--- config.mk ---
export PLATFORM = sky130hd
export DESIGN_NAME = spi_paint_ctrl
export DESIGN_NICKNAME = d
export VERILOG_FILES = /design/src/rtl/spi_paint_ctrl.sv
export SDC_FILE = /design/constraint.sdc
export NUM_CORES = 1
export LEC_CHECK = 0
export CAP_MARGIN = 20
export CORE_MARGIN = 2
export CORE_UTILIZATION = 35
export CTS_CLUSTER_DIAMETER = 100
export DETAILED_ROUTE_END_ITERATION = 8
export HOLD_SLACK_MARGIN = 0.06
export PLACE_DENSITY_LB_ADDON = 0.25
export SLEW_MARGIN = 40
export SYNTH_ARGS = -nofsm -noshare
export SYNTH_HDL_FRONTEND = slang
export SYNTH_SLANG_ARGS = --single-unit
--- constraint.sdc ---
create_clock -name clk -period 8.3 [get_ports clk]
set_clock_uncertainty 0.1 [all_clocks]
set_input_delay 0.83 -clock clk [delete_from_list [all_inputs] [get_ports clk]]
set_output_delay 0.83 -clock clk [all_outputs]
set_load 0.005 [all_outputs]
--- src/rtl/spi_paint_ctrl.sv ---
// rtl/spi_paint_ctrl.sv - SPI paint command receiver with brush stamp / clear write sequencer
// Optional status readback on sdo: define SPI_STATUS_READBACK_EN.
module spi_paint_ctrl #(
  parameter int COORD_W  = 8,
  parameter int X_MAX    = 159,
  parameter int Y_MAX    = 119,
  parameter int SIZE_MAX = 5
) (
  input  logic               clk,
  input  logic               reset,
  input  logic               sck,
  input  logic               sdi,
  input  logic               cs_n,
  output logic               sdo,
  output logic               we,
  output logic [COORD_W-1:0] wx,
  output logic [COORD_W-1:0] wy,
  output logic [2:0]         wcolor,
  output logic               busy,
  output logic               dropped
);

  localparam int PKT_W = 8 + 2 * COORD_W;
  localparam int CNT_W = $clog2(PKT_W + 1);
  localparam int SW    = COORD_W + 2;

  typedef enum logic [1:0] {IDLE, STAMP, CLEAR} state_t;

  state_t state, state_n;

  logic [1:0] sck_sy, sdi_sy, cs_sy;
  logic       sck_d;
  logic       sck_rise, cs_act, sdi_s;

  // Two-flop synchronisers for the SPI pins plus sck edge history
  always_ff @(posedge clk or posedge reset) begin
    if (reset) begin
      sck_sy <= 2'b00;
      sdi_sy <= 2'b00;
      cs_sy  <= 2'b11;
      sck_d  <= 1'b0;
    end else begin
      sck_sy <= {sck_sy[0], sck};
      sdi_sy <= {sdi_sy[0], sdi};
      cs_sy  <= {cs_sy[0], cs_n};
      sck_d  <= sck_sy[1];
    end
  end

  assign sck_rise = sck_sy[1] & ~sck_d;
  assign cs_act   = ~cs_sy[1];
  assign sdi_s    = sdi_sy[1];

  logic [PKT_W-2:0] shreg;
  logic [CNT_W-1:0] bit_cnt;
  logic [PKT_W-1:0] pkt_word;
  logic             shift_en, pkt_done, accept;

  assign shift_en = sck_rise & cs_act & (bit_cnt < CNT_W'(PKT_W));
  assign pkt_word = {shreg, sdi_s};
  assign pkt_done = shift_en & (bit_cnt == CNT_W'(PKT_W - 1));
  assign accept   = pkt_done & (state == IDLE);

  // Packet shifter; deasserted chip select discards any partial packet
  always_ff @(posedge clk or posedge reset) begin
    if (reset) begin
      shreg   <= '0;
      bit_cnt <= '0;
    end else if (!cs_act) begin
      bit_cnt <= '0;
    end else if (shift_en) begin
      shreg   <= pkt_word[PKT_W-2:0];
      bit_cnt <= bit_cnt + 1'b1;
    end
  end

  logic [1:0]         opc;
  logic [2:0]         sz, col, side_eff, half;
  logic [COORD_W-1:0] x_in, y_in;

  assign opc  = pkt_word[PKT_W-1 -: 2];
  assign sz   = pkt_word[PKT_W-3 -: 3];
  assign col  = pkt_word[PKT_W-6 -: 3];
  assign x_in = pkt_word[2*COORD_W-1 -: COORD_W];
  assign y_in = pkt_word[COORD_W-1:0];

  // Clamp the requested brush side into 1..SIZE_MAX
  always_comb begin
    side_eff = sz;
    if (sz == 3'd0)
      side_eff = 3'd1;
    else if (sz > 3'(SIZE_MAX))
      side_eff = 3'(SIZE_MAX);
  end

  assign half = (side_eff - 3'd1) >> 1;

  logic [COORD_W-1:0] cnt_x, cnt_y, x_lim, y_lim;
  logic [SW-1:0]      org_x, org_y, pos_x, pos_y;
  logic [2:0]         side, color;
  logic               scan_last, in_x, in_y;

  assign x_lim     = (state == STAMP) ? COORD_W'(side - 3'd1) : COORD_W'(X_MAX);
  assign y_lim     = (state == STAMP) ? COORD_W'(side - 3'd1) : COORD_W'(Y_MAX);
  assign scan_last = (cnt_x == x_lim) && (cnt_y == y_lim);

  // Origin may go negative; two's complement in SW bits keeps the sign in the MSB
  assign pos_x = org_x + SW'(cnt_x);
  assign pos_y = org_y + SW'(cnt_y);
  assign in_x  = ~pos_x[SW-1] && (pos_x <= SW'(X_MAX));
  assign in_y  = ~pos_y[SW-1] && (pos_y <= SW'(Y_MAX));

  // State register
  always_ff @(posedge clk or posedge reset) begin
    if (reset) state <= IDLE;
    else       state <= state_n;
  end

  // Next-state logic: packets are only taken while idle
  always_comb begin
    state_n = state;
    case (state)
      IDLE: begin
        if (accept && opc == 2'b01)      state_n = STAMP;
        else if (accept && opc == 2'b10) state_n = CLEAR;
      end
      STAMP, CLEAR: if (scan_last) state_n = IDLE;
      default: state_n = IDLE;
    endcase
  end

  // Scan counters and latched command fields
  always_ff @(posedge clk or posedge reset) begin
    if (reset) begin
      cnt_x <= '0;
      cnt_y <= '0;
      org_x <= '0;
      org_y <= '0;
      side  <= 3'd1;
      color <= 3'd0;
    end else if (accept) begin
      cnt_x <= '0;
      cnt_y <= '0;
      org_x <= SW'(x_in) - SW'(half);
      org_y <= SW'(y_in) - SW'(half);
      side  <= side_eff;
      color <= col;
    end else if (state != IDLE) begin
      if (cnt_x == x_lim) begin
        cnt_x <= '0;
        cnt_y <= cnt_y + 1'b1;
      end else begin
        cnt_x <= cnt_x + 1'b1;
      end
    end
  end

  logic [COORD_W-1:0] hold_x, hold_y;
  logic [2:0]         hold_c;

  // Output decode; idle keeps presenting the last write address and color
  always_comb begin
    we     = 1'b0;
    wx     = hold_x;
    wy     = hold_y;
    wcolor = hold_c;
    busy   = (state != IDLE);
    case (state)
      STAMP: begin
        we     = in_x & in_y;
        wx     = pos_x[COORD_W-1:0];
        wy     = pos_y[COORD_W-1:0];
        wcolor = color;
      end
      CLEAR: begin
        we     = 1'b1;
        wx     = cnt_x;
        wy     = cnt_y;
        wcolor = color;
      end
      default: ;
    endcase
  end

  // Remember presented write fields and flag packets that arrive while busy
  always_ff @(posedge clk or posedge reset) begin
    if (reset) begin
      hold_x  <= '0;
      hold_y  <= '0;
      hold_c  <= 3'd0;
      dropped <= 1'b0;
    end else begin
      hold_x  <= wx;
      hold_y  <= wy;
      hold_c  <= wcolor;
      dropped <= pkt_done & (state != IDLE);
    end
  end

`ifdef SPI_STATUS_READBACK_EN
  logic       cs_d, drop_sticky, sck_fall, cs_fall;
  logic [1:0] last_opc;
  logic [7:0] stat_sh;

  assign sck_fall = ~sck_sy[1] & sck_d;
  assign cs_fall  = cs_d & ~cs_sy[1];

  // Status byte loaded at select, shifted out on sck falling edges
  always_ff @(posedge clk or posedge reset) begin
    if (reset) begin
      cs_d        <= 1'b1;
      drop_sticky <= 1'b0;
      last_opc    <= 2'b00;
      stat_sh     <= 8'h00;
    end else begin
      cs_d <= cs_sy[1];
      if (accept) last_opc <= opc;
      if (cs_fall) begin
        stat_sh     <= {busy, drop_sticky, last_opc, 4'b0000};
        drop_sticky <= dropped;
      end else begin
        if (dropped) drop_sticky <= 1'b1;
        if (sck_fall && cs_act) stat_sh <= {stat_sh[6:0], 1'b0};
      end
    end
  end

  assign sdo = cs_act & stat_sh[7];
`else
  assign sdo = 1'b0;
`endif

endmodule

Word-level counts from Yosys, hierarchy flattened
Index checks and enable logic that the tools add are counted.
Word-level totals
  flip-flop bits (word level): 99
  output and inout port bits: 23
Cells by class
  order comparisons: 4
  muxes and demuxes: 20
  reductions and logical operators: 15
  equality and inequality tests: 9
  $add $sub $neg: 9
  bitwise gates (word level): 11
Operator list (count)
  two-way mux 8 bit: 8
  one-hot mux 8 bit (2 select lines): 2
  adder 10 x 8 -> 10 bit: 2
  subtractor 8 x 2 -> 9 bit: 2
  adder 8 x 1 -> 8 bit (second input constant): 2
  == test 8 bit: 2
  <= comparator 10 x 7 -> 1 bit (second input constant): 1
  <= comparator 10 x 8 -> 1 bit (second input constant): 1
  two-way mux 5 bit: 2
  two-way mux 3 bit: 3
  nonzero test 2 bit: 4
  bitwise AND 1 bit: 7
  two-way mux 2 bit: 3
  AND reduction 2 bit: 3
  adder 5 x 1 -> 5 bit (second input constant): 1
  == test 5 bit (second input constant): 1
  logical AND 1 bit: 5
  < comparator 5 bit (second input constant): 1
  == test 2 x 1 -> 1 bit (second input constant): 2
  == test 2 bit (second input constant): 2
  inverter 1 bit: 4
  one-hot mux 2 bit (2 select lines): 1
  subtractor 3 x 1 -> 4 bit (second input constant): 1
  greater-than comparator 3 bit (second input constant): 1
  7 further kinds: 7

Depth between registers and ports, before layout
  depth in word-level cells: 10
  mapped depth: 11
  depth with buffers taken out: 11

Least setup slack after synthesis
No wires, ideal clock.
  path kind: flip-flop to output port
  start: register cnt_x[0]
  end: output we
  buffers on the path: 0
  required time: 7.370 ns
  stages on the path, launching flop included: 9
  data arrival time: 2.518 ns
  setup slack: 4.852 ns
  cells stage by stage: dfrtp_1 > ha_1 > fa_1 > a211oi_1 > o21bai_1 > or3_1 > a31o_2 > xor2_1 > o41ai_1
On the way
  cells in the longest elaborated chain, start to end: 5
  elaborated cells between the ends (all ways): 6
RTL lines
  from (decl): RTL line 98  | logic [COORD_W-1:0] cnt_x, cnt_y, x_lim, y_lim;
  from (signal assigned): RTL line 153  | cnt_x <= cnt_x + 1'b1;
  adder 10 x 8 -> 10 bit *: RTL line 108  | assign pos_x = org_x + SW'(cnt_x);
  <= comparator 10 x 8 -> 1 bit / inverter 1 bit (equally long branches): RTL line 110  | assign in_x = ~pos_x[SW-1] && (pos_x <= SW'(X_MAX));
  logical AND 1 bit *: RTL line 110
  bitwise AND 1 bit *: RTL line 170  | we = in_x & in_y;
  one-hot mux 1 bit (2 select lines) *: RTL line 168  | case (state)
  to (decl): RTL line 15  | output logic we,
Every way passes the cells marked *; elsewhere a longest branch is shown, timed or not.

Final worst setup path
  start: register cnt_y[0]
  end: output we
On the way
  cells in the longest elaborated chain, start to end: 5
  elaborated cells between the ends (all ways): 6
RTL lines
  from (decl): RTL line 98
  from (signal assigned): RTL line 151  | cnt_y <= cnt_y + 1'b1;
  adder 10 x 8 -> 10 bit *: RTL line 109  | assign pos_y = org_y + SW'(cnt_y);
  <= comparator 10 x 7 -> 1 bit / inverter 1 bit (equally long branches): RTL line 111  | assign in_y = ~pos_y[SW-1] && (pos_y <= SW'(Y_MAX));
  logical AND 1 bit *: RTL line 111
  bitwise AND 1 bit *: RTL line 170
  one-hot mux 1 bit (2 select lines) *: RTL line 168
Marked as above.

==> results.yml <==
outcome:
  status: "complete, no violations"
timing:
  fmax_ghz: 0.211
  hold_viol: 0
  finalSetupTns_ps: 0
  relSlewSlack_pct: 48.7
  tightest_slew_ps: 766
  period_share_pct: 57.2
  setup_viol_count_final: 0
  layout_setup_ws_ps: 3550
  period_needed_ps: 4750
  rsz0062_at_grt: "false"
  fin_hold_ws_ps: 254
  slew_violations: 0
logic_synthesis:
  syn_inst: 533
  ys_seq_elements: 97
  async_flop_share_pct: 100
  syn_nets: 570
  synth_ff_type: "dfrtp_1"
  synth-edff-count: 0
  synth.cell_area_sq_mm: 0.00528
  ys_seq_area_share_pct: 46.0
  ys_warn_count: 0
  synthDistinctLibCells: 59
  synth.avg_cell_area_sq_um: 9.91
detailed_routing:
  wl_met3_um: 617
  drt-total-wl_mm: 11.9
  dr_total_vias: 3922
  wl_met2_mm: 5.36
  ant_nets: 0
  routedWlPerCell_um: 16.1
  drc: 0
  drtIter0Drc: 327
  dr.pass1.iters: 4
  wl_met1_mm: 5.52
  top_layer_used: "met4"
  viasPerCell: 5.31
layout:
  syn_to_final_growth_pct: 13.9
  layout.nets: 587
  fin_util_pct: 41.1
  final_cell_area_sq_mm: 0.00601
  diodes: 0
  layout.cells.non_filler: 739
  drive_gt1_share_pct: 10.1
clock_tree:
  cts_tree: "yes"
  postCtsSetupRepairBufs: 0
  cts_buffers: 9
  clock_latency_ps: 360
  htree_num_levels: 3
  clock-root-buffer: "clkbuf_16"
  clk_pin_slew_ps: 70
  cts_num_sinks: 97
  ctsResizeCount: 0
  hold_buffers: 0
  clk_path_buf_depth: 2
power_and_ir_drop:
  seq_power_share_pct: 50.9
  power.density_mw_per_mm2: 169
  finalPower_mw: 1.02
  power_leakage_nw: 2.80
  switchingPower_uw: 254
  netSwitchingFraction_pct: 25.0
  clkPwrFrac_pct: 42.9
  vdd_drop_max_mv: 0.107
  pwr-share-comb_pct: 6.1
  p_int_uw: 763
critical_path:
  crit_path_end_kind: "output port"
  r2r-end: "cnt_y[5]"
  start_kind: "flop"
  r2r_slack_ps: 5310
  worst_ep_arrival_time_ps: 3820
  crit_fanout: 9
  critPathRequiredTime_ps: 7370
  r2r-start: "state[1]"
  reg2regPathDepth: 8
  critPathKind: "reg -> out"
floorplanning:
  fp.dieW_um: 127
  die-area_sq_mm: 0.0161
  rows: 44
  initial_core_util_pct: 36.1
  fp.dieH_um: 127
  io_pins: 28
  fp.coreArea_sq_mm: 0.0146
global_routing:
  grt_max_degree: 55
  gr-total-overflow: 0
  grt_usage_pct: 15.8
  antenna_found_initial: 0
  grt_pass1_vias: 4040
  grt_pass1_wl_mm: 20.1
hold_path:
  hp-start: "sdi_sy[0]"
  hp-class: "reg -> reg"
  hold_end: "sdi_sy[1]"
  hold_path_depth: 0
placement:
  place_ws_ps: 4030
  dp_hpwl_mm: 8.44
  place_congestion: 0.830
  io_buffers: 26
  dp_cells: 723
  placed_cell_area_sq_mm: 0.00571
flow_run:
  maxCapViolCount: 0
## state kept, by name (all words and copies together) (netlist names), 3 cells and up
signal / cells
org_x: 9
org_y: 9
hold_c: 3
side: 3
hold_y: 8
cnt_y: 8
cnt_x: 8
color: 3
shreg: 23
bit_cnt: 5
hold_x: 8
## logic make-up (layout without fill, tap and decap cells)
kind of cell | after synthesis | count (layout) | synth area share (%)
and+or+nand+nor | 170 | 170 | 14.7
AOI/OAI and AO/OA | 120 | 120 | 15.1
DFF | 97 | 97 | 46.0
buffers and inverters | 45 | 67 | 3.34
xor gates and xnor gates | 36 | 36 | 5.97
adders and majority gates | 32 | 32 | 8.15
muxes | 32 | 32 | 6.63
other | 1 | 1 | 0.0710
## synth_stat cells, drive strengths merged (10+ instances only)
cell     n  area (sq um)
o21ai   36           180
clkbuf  17          63.8
inv     21          78.8
dfrtp   94          2350
nor3    10          50.1
nor2    52           195
a221oi  11          96.3
a21oi   22           110
xor2    17           149
nand2   67           251
ha      28           350
xnor2   19           166
mux2    24           270
## routing by layer
layer / up-vias / global-route usage (%)
met5: - / 0
met4: 0 / 7.56
met1: 1878 / 21.3
li1: 1916 / -
met3: 30 / 3.12
met2: 98 / 24.5
## worst max-delay path by stage
| stage | to | cells after the start | from |
|---|---|---|---|
| 5_1_grt | we | 9 | cnt_y[0] |
| 2_1_floorplan | bit_cnt[0] | 1 | reset |
| 4_1_cts | we | 9 | cnt_y[0] |
| 3_3_place_gp | we | 9 | cnt_y[0] |
| 3_5_place_dp | we | 9 | cnt_y[0] |
| 6_report | we | 9 | cnt_y[0] |
## final cells by class
class,count,area [sq um]
clock buffer,9,225
sequential,97,2430
multi-input combinational,391,2680
inverter,22,85.1
tap,184,230
timing repair buffer,29,283
clock inverter,7,77.6
fill,1433,8630
## cells in the final DEF, fill, tap and decap left out, types with 8 or more instances in the layout
cell	count
dfrtp_1	94
nand2_1	67
nor2_1	52
o21ai_0	36
ha_1	27
clkdlybuf4s50_1	26
mux2_2	24
a21oi_1	21
inv_1	20
xnor2_1	19
xor2_1	17
a221oi_1	11
nor3_1	10
nand2b_1	9
clkbuf_16	9
nand3_1	8
mux2i_1	8
a211oi_1	8
## power by group through the flow
stage / combinational (mW) / clock (mW) / sequential, mW
floorplan: 0.0517 / 0 / 0.521
finish: 0.0624 / 0.436 / 0.518
CTS: 0.0646 / 0.449 / 0.518
global placement: 0.0628 / 0 / 0.525
detailed placement: 0.0641 / 0 / 0.527
global route: 0.0716 / 0.475 / 0.522
## critical path: stages (launching register included)
cell	delay [ps]
dfrtp_1	480
ha_1	280
fa_1	420
a211oi_1	390
nor2_1	110
xor2_1	170
and3_1	210
a2111o_1	430
o41ai_1	370
clkdlybuf4s50_1	590
Power figures use the tool's default switching activity.
